### src/rtl/level_to_pulse.sv
// level_to_pulse: synchronizes and debounces a slow level, then emits
// one-cycle rise/fall strobes, the clean level and a rising-event count.
module level_to_pulse #(
  parameter int SYNC_STAGES     = 2,
  parameter int DEBOUNCE_CYCLES = 80000,
  parameter int CNT_WIDTH       = 16
) (
  input  logic                 clk,
  input  logic                 rst,
  input  logic                 level_in,
  input  logic                 cnt_clr,
  output logic                 level_out,
  output logic                 pulse_rise,
  output logic                 pulse_fall,
  output logic [CNT_WIDTH-1:0] rise_count
);

  localparam int QW = $clog2(DEBOUNCE_CYCLES + 1);
  localparam logic [QW-1:0] Q_ONE  = QW'(1);
  localparam logic [QW-1:0] Q_LAST = QW'(DEBOUNCE_CYCLES - 1);

  typedef enum logic [1:0] {
    LOW,
    Q_HIGH,
    HIGH,
    Q_LOW
  } state_t;

  logic [SYNC_STAGES-1:0] sync_q, sync_d;
  state_t                 state_q, state_d;
  logic [QW-1:0]          q_cnt_q, q_cnt_d;
  logic                   level_q, level_d;
  logic                   rise_q, rise_d;
  logic                   fall_q, fall_d;
  logic [CNT_WIDTH-1:0]   cnt_q, cnt_d;
  logic                   s;

  assign s = sync_q[SYNC_STAGES-1];

  // Shift the raw level through the synchronizer chain.
  always_comb begin
    sync_d = {sync_q[SYNC_STAGES-2:0], level_in};
  end

  // Qualification FSM: a level change must be seen on every sample
  // for DEBOUNCE_CYCLES samples; any opposite sample restarts it.
  // With single-sample qualification a change right after a strobe
  // is held off one cycle so strobes can never be back to back.
  always_comb begin
    state_d = state_q;
    q_cnt_d = q_cnt_q;
    level_d = level_q;
    rise_d  = 1'b0;
    fall_d  = 1'b0;
    unique case (state_q)
      LOW: begin
        if (s) begin
          if (DEBOUNCE_CYCLES == 1) begin
            if (!fall_q) begin
              state_d = HIGH;
              level_d = 1'b1;
              rise_d  = 1'b1;
            end
          end else begin
            state_d = Q_HIGH;
            q_cnt_d = Q_ONE;
          end
        end
      end
      Q_HIGH: begin
        if (!s) begin
          state_d = LOW;
          q_cnt_d = '0;
        end else if (q_cnt_q == Q_LAST) begin
          state_d = HIGH;
          q_cnt_d = '0;
          level_d = 1'b1;
          rise_d  = 1'b1;
        end else begin
          q_cnt_d = q_cnt_q + Q_ONE;
        end
      end
      HIGH: begin
        if (!s) begin
          if (DEBOUNCE_CYCLES == 1) begin
            if (!rise_q) begin
              state_d = LOW;
              level_d = 1'b0;
              fall_d  = 1'b1;
            end
          end else begin
            state_d = Q_LOW;
            q_cnt_d = Q_ONE;
          end
        end
      end
      Q_LOW: begin
        if (s) begin
          state_d = HIGH;
          q_cnt_d = '0;
        end else if (q_cnt_q == Q_LAST) begin
          state_d = LOW;
          q_cnt_d = '0;
          level_d = 1'b0;
          fall_d  = 1'b1;
        end else begin
          q_cnt_d = q_cnt_q + Q_ONE;
        end
      end
      default: begin
        state_d = LOW;
        q_cnt_d = '0;
        level_d = 1'b0;
      end
    endcase
  end

  // Count visible rise strobes; a clear that coincides with one
  // leaves that rise counted.
  always_comb begin
    cnt_d = cnt_q;
    if (cnt_clr) begin
      cnt_d = CNT_WIDTH'(rise_q);
    end else if (rise_q && (cnt_q != '1)) begin
      cnt_d = cnt_q + 1'b1;
    end
  end

  // All state and outputs registered, cleared asynchronously.
  always_ff @(posedge clk or posedge rst) begin
    if (rst) begin
      sync_q  <= '0;
      state_q <= LOW;
      q_cnt_q <= '0;
      level_q <= 1'b0;
      rise_q  <= 1'b0;
      fall_q  <= 1'b0;
      cnt_q   <= '0;
    end else begin
      sync_q  <= sync_d;
      state_q <= state_d;
      q_cnt_q <= q_cnt_d;
      level_q <= level_d;
      rise_q  <= rise_d;
      fall_q  <= fall_d;
      cnt_q   <= cnt_d;
    end
  end

  assign level_out  = level_q;
  assign pulse_rise = rise_q;
  assign pulse_fall = fall_q;
  assign rise_count = cnt_q;

endmodule

### config.mk
export PLATFORM = sky130hd
export DESIGN_NAME = level_to_pulse
export DESIGN_NICKNAME = d
export VERILOG_FILES = /design/src/rtl/level_to_pulse.sv
export SDC_FILE = /design/constraint.sdc
export NUM_CORES = 1
export LEC_CHECK = 0
export CAP_MARGIN = 20
export CELL_PAD_IN_SITES_DETAIL_PLACEMENT = 0
export CELL_PAD_IN_SITES_GLOBAL_PLACEMENT = 2
export CORE_ASPECT_RATIO = 0.7
export CORE_MARGIN = 2
export CORE_UTILIZATION = 34
export DETAILED_ROUTE_END_ITERATION = 10
export GPL_TIMING_DRIVEN = 0
export PLACE_DENSITY = 0.87
export RECOVER_POWER = 25
export SLEW_MARGIN = 20
export SYNTH_ARGS = -nofsm -noshare
export SYNTH_HDL_FRONTEND = slang
export SYNTH_SLANG_ARGS = --single-unit
export TNS_END_PERCENT = 30
### constraint.sdc
create_clock -name clk -period 2.8 [get_ports clk]
set_clock_uncertainty 0.2 [all_clocks]
set_input_delay 0.42 -clock clk [delete_from_list [all_inputs] [get_ports clk]]
set_output_delay 0.42 -clock clk [all_outputs]
set_load 0.01 [all_outputs]
== Word level (Yosys, flattened, before mapping) ==
Cells that the tools add are included.

* Register bits: 40
* Output and inout bits: 19
* Word-level logic and storage cells: 54

* Add/subtract/negate cells: 2
* Equality and inequality tests: 13
* Mux-type cells: 25
* Reduce and logical (&&, ||, !) cells: 7

{| class="wikitable"
|+ Operators with widths
! cell !! count
|-
| $mux 17 || 5
|-
| $pmux 17 s4 || 1
|-
| $mux 16 || 2
|-
| $add 17x1->17 const B || 1
|-
| $eq 17x17->1 const B || 1
|-
| $add 16x1->16 const B || 1
|-
| $ne 16x16->1 const B || 1
|-
| $mux 2 || 6
|-
| $ne 2x2->1 const B || 6
|-
| $mux 1 || 9
|-
| $pmux 2 s4 || 1
|-
| $ne 3x3->1 const B || 2
|-
| $reduce_and 5->1 || 1
|-
| $eq 2x2->1 const B || 2
|-
| $reduce_and 4->1 || 1
|-
| $reduce_bool 2->1 || 2
|-
| $eq 2x1->1 const B || 1
|-
| $logic_not 2->1 || 1
|-
| $pmux 1 s2 || 1
|-
| $reduce_and 2->1 || 1
|-
| $logic_and 1x1->1 || 1
|}

== Depth between registers and ports, before layout ==
* Depth after elaboration: 4
* Depth in mapped cells: 7
* Mapped depth without buffers: 6

== Worst setup path after synthesis ==
No wires, ideal clock.

* Path kind: reg2reg
* Start point: register q_cnt_q[8]
* End point: register q_cnt_q[9]
* Arrival time: 1.715 ns
* Path slack: 0.761 ns
* Cell stages (with the launch flop): 6
* Buffers on the path: 0
* Clock period less this slack: 2.039 ns
* Cells stage by stage: dfrtp_1 or4b_4 nor4_4 a21oi_2 and3_1 a211o_1

* Cells in the longest elaborated chain, start to end: 4

{| class="wikitable"
|+ Ends and longest elaborated chain
! what !! RTL line !! text
|-
| start: declaration || 31 || <nowiki>logic [QW-1:0] q_cnt_q, q_cnt_d;</nowiki>
|-
| start signal: assignment || 142 || <nowiki>q_cnt_q <= q_cnt_d;</nowiki>
|-
| $add 17x1->17 / $eq 17x17->1 (equally long branches) || n/a ||
|-
| $mux 17 (*) || 74, 101 ||
|-
| $mux 17 (on tied branches) || 98, 71 ||
|-
| $pmux 17 s4 (*) || 55 || <nowiki>unique case (state_q)</nowiki>
|}

Every way passes the cells marked *; elsewhere a longest branch is shown, timed or not.
A chain may end at the register's enable or synchronous reset.

== Worst setup path in the final report ==
* Start point: register cnt_q[2] (netlist: rise_count[2])
* End point: register cnt_q[1] (netlist: rise_count[1])

* Cells in the longest elaborated chain, start to end: 3

{| class="wikitable"
|+ Ends and longest elaborated chain
! what !! RTL line !! text
|-
| start: declaration || 35 || <nowiki>logic [CNT_WIDTH-1:0] cnt_q, cnt_d;</nowiki>
|-
| start signal: assignment || 146 || <nowiki>cnt_q <= cnt_d;</nowiki>
|-
| $ne 16x16->1 || 124 || <nowiki>end else if (rise_q && (cnt_q != '1)) begin</nowiki>
|-
| $logic_and 1x1->1 || 124 ||
|-
| $reduce_bool 2->1 (no source line) || n/a ||
|}

No other way between the ends.

==> metrics <==
status finished, final reports clean; Multi-input gate area about 0.001 mm²; drt via density around 5.3; Max-cap violations 0; HP Class reg2reg; Leak Pwr between 0.001 and 0.0015 µW; Final TNS setup 0 ps; P per Cell Area around 520 mW/mm²; share of cells above drive strength 1 0.0661; synth warn 0; Top FF cell, synth dfrtp_1; Met3 Wirelength 198 µm; first-pass GRT wire length 8420 µm; CTS sink cnt 40; Final Hold Vio Count 0; Area Growth Syn to Fin 20.2%; post-DP HPWL 3540 µm; maximum fanout along the worst path 7; die width roughly 97 µm; post-CTS sizing 0; post-synthesis adder-cell area fraction 0.0120; Cell Rows 23; FF-to-FF path depth 5; final critical-path required period 2370 ps; period utilization 0.846; vias in the first global route roughly 1600; critical path class reg2reg; xor and xnor fraction of the mapped netlist area 0.0211; CP Capture Type register; Synth Area in Compound Gates 0.132; worst slew pin tran 872 ps; startpoint types register; Root Driver clkbuf_8; antenna-violating nets left 0; CTS tree yes; Arr. time, crit path between 2000 and 2500 ps; Post-DP Area ~0.0024 mm²; drt first pass iters 4; Total Wirelength about 4900 µm; hold path startpoint sync_q[0]; Die H 69.4 µm; post-synthesis cell area slightly above 0.002 mm²; Post-CTS Setup Bufs 0; Synth cell types 43; GP Congestion roughly 0.78; IO buf count 21; worst hold path depth 0; RSZ-0062 raised after global routing false; maximum VDD drop about 0.00023 V; fill count a little under 600; #FFs+latches synth 40; Die Area slightly below 0.007 mm²; core area approximately 0.0058 mm²; met2 wire len ~1900 µm; worst rel slew slack 0.413; fin. max-slew vios 0; antenna violations before repair 0; required time of the critical path around 2800 ps; Metal-1 WL around 2700 µm; post-synthesis mux area share 0.0145; Synth Instances about 230; Seq. cell area between 0.001 and 0.0015 mm²; Worst Hold Path EP sync_q[1]; reg-to-reg slack, setup ~430 ps; Nets 262; Iter 0 DRT Violations 93; gr usage total 0.154; final setup vio count 0; Peak Freq approximately 420 MHz; Worst R2R Start rise_count[2]; maximum clock path buffer count 2; initial core utilization 0.357; hold_buf cts 0; via count 1771; Inserted Clock Buffers 5; Reg2Reg Capture Point rise_count[1]; simple-gate area share of the yosys netlist 0.306; Seq/Total Area, Yosys 0.482; largest family of logic cells by synthesized area simple AND/OR/NAND/NOR gates; grt total ovfl 0; Avg WL per Cell ~15 µm; Post-synth EDFFs 0; H-Tree Depth 2; clock-pin slew on the worst setup and hold paths around 80 ps; Mapped Avg Cell Area around 9 µm²; maximum number of pins on one net before global-route repair 33; clk_lat worst skew between 200 and 300 ps; asr flop ratio synth 1.00; post-synthesis net count 233; top sig layer met4; I/O pins 23; post-route cell area between 0.002 and 0.0025 mm²; # diodes 0; drc violations 0
==> layer usage <==
metal	vias up	track usage
li1	891	-
met1	833	0.246
met2	45	0.205
met3	2	0.0302
met4	0	0.0463
met5	-	0
==> sequential cells by signal, indices dropped and copies added (netlist names), named ones only <==
signal and count:
state_q 1, level_out 1, pulse_rise 1, q_cnt_q 17, rise_count 16, pulse_fall 1
sync_q 2
==> worst max path at each step <==
| stage | startpoint | to | slack, ps | depth (start not counted) |
|---|---|---|---|---|
| after floorplan | q_cnt_q[8] | q_cnt_q[9] | 760 | 5 |
| after global placement | rst | rise_count[8] | 300 | 2 |
| after detailed placement | rise_count[2] | rise_count[1] | 430 | 5 |
| after CTS | rise_count[2] | rise_count[1] | 420 | 5 |
| after global routing | rise_count[3] | rise_count[1] | 200 | 5 |
| final | rise_count[2] | rise_count[1] | 430 | 5 |
==> where the power goes <==
| part | switching (µW) | internal, µW |
|---|---|---|
| Sequential | 24.0 | 602 |
| Clock | 213 | 264 |
| Combinational | 139 | 56.0 |
==> worst max-delay path, cell delays in order, from the launching register on <==
cell      delay, ps
dfrtp_1         460
nand4_1         270
nor4_1          830
nand2b_1        240
mux2i_1         190
nor2_1           50
==> stage by stage <==
stage | worst slack (ps) | util | hold WS (ps) | total power (µW) | cells
final | 431 | 0.430 | 166 | 1300 | 332
after global routing | 196 | 0.430 | 177 | 1370 | 332
after CTS | 422 | 0.432 | 159 | 1310 | 332
after detailed placement | 431 | 0.413 | 147 | 839 | 324
after global placement | 303 | 0.410 | 143 | 829 | 323
after floorplan | 761 | - | 131 | 769 | 227
==> cell usage after synthesis (2+ instances only) <==
cell	instances	share of area
a21oi_1	19	0.046
a22o_1	2	0.0084
a31oi_1	3	0.0090
and3_1	4	0.012
and4_1	3	0.013
buf_2	3	0.0072
clkbuf_1	4	0.0072
dfrtp_1	40	0.48
ha_1	2	0.012
inv_1	9	0.016
mux2i_1	3	0.014
nand2_1	21	0.038
nand2b_1	2	0.0060
nand3_1	13	0.031
nand3b_1	2	0.0072
nand4_1	15	0.045
nor2_1	19	0.034
nor2b_1	2	0.0060
nor3_1	10	0.024
nor3b_1	3	0.011
o21ai_0	12	0.029
o21ai_1	2	0.0048
o311ai_0	2	0.0084
or3_1	10	0.030
xnor2_1	3	0.013
xor2_1	2	0.0084
==> cell families (layout without fill, tap and decap cells) <==
family	after synthesis	in the layout
buf+inv	17	47
mux	3	3
xor+xnor	5	5
compound gates	47	47
flops	40	40
simple gates	113	113
fa+ha+maj	2	2
==> placed cells by master, fill, tap and decap left out, types with 2 or more instances in the layout <==
master	count
inv_1	9
xor2_1	2
nand4_1	15
a21oi_1	19
nand3_1	13
o21ai_1	2
clkbuf_8	5
a22o_1	2
mux2i_1	3
nand2b_1	2
and4_1	3
nor2_1	19
o21ai_0	12
dfrtp_1	40
and3_1	4
nor3_1	10
clkdlybuf4s50_1	19
xnor2_1	3
or3_1	10
ha_1	2
o311ai_0	2
clkbuf_1	4
nor2b_1	2
a31oi_1	3
nand2_1	21
nand3b_1	2
dlygate4sd3_1	2
buf_2	3
nor3b_1	3
==> final cells by class <==
class,count,share of cell area
plain buffers,8,0.0135
clock inverters,3,0.0170
clock buffers,5,0.0276
inverters,9,0.0135
flip-flops and latches,40,0.401
repair buffers,22,0.0862
well taps,75,0.0376
multi-input cells,170,0.404
Power figures use the tool's default switching activity.
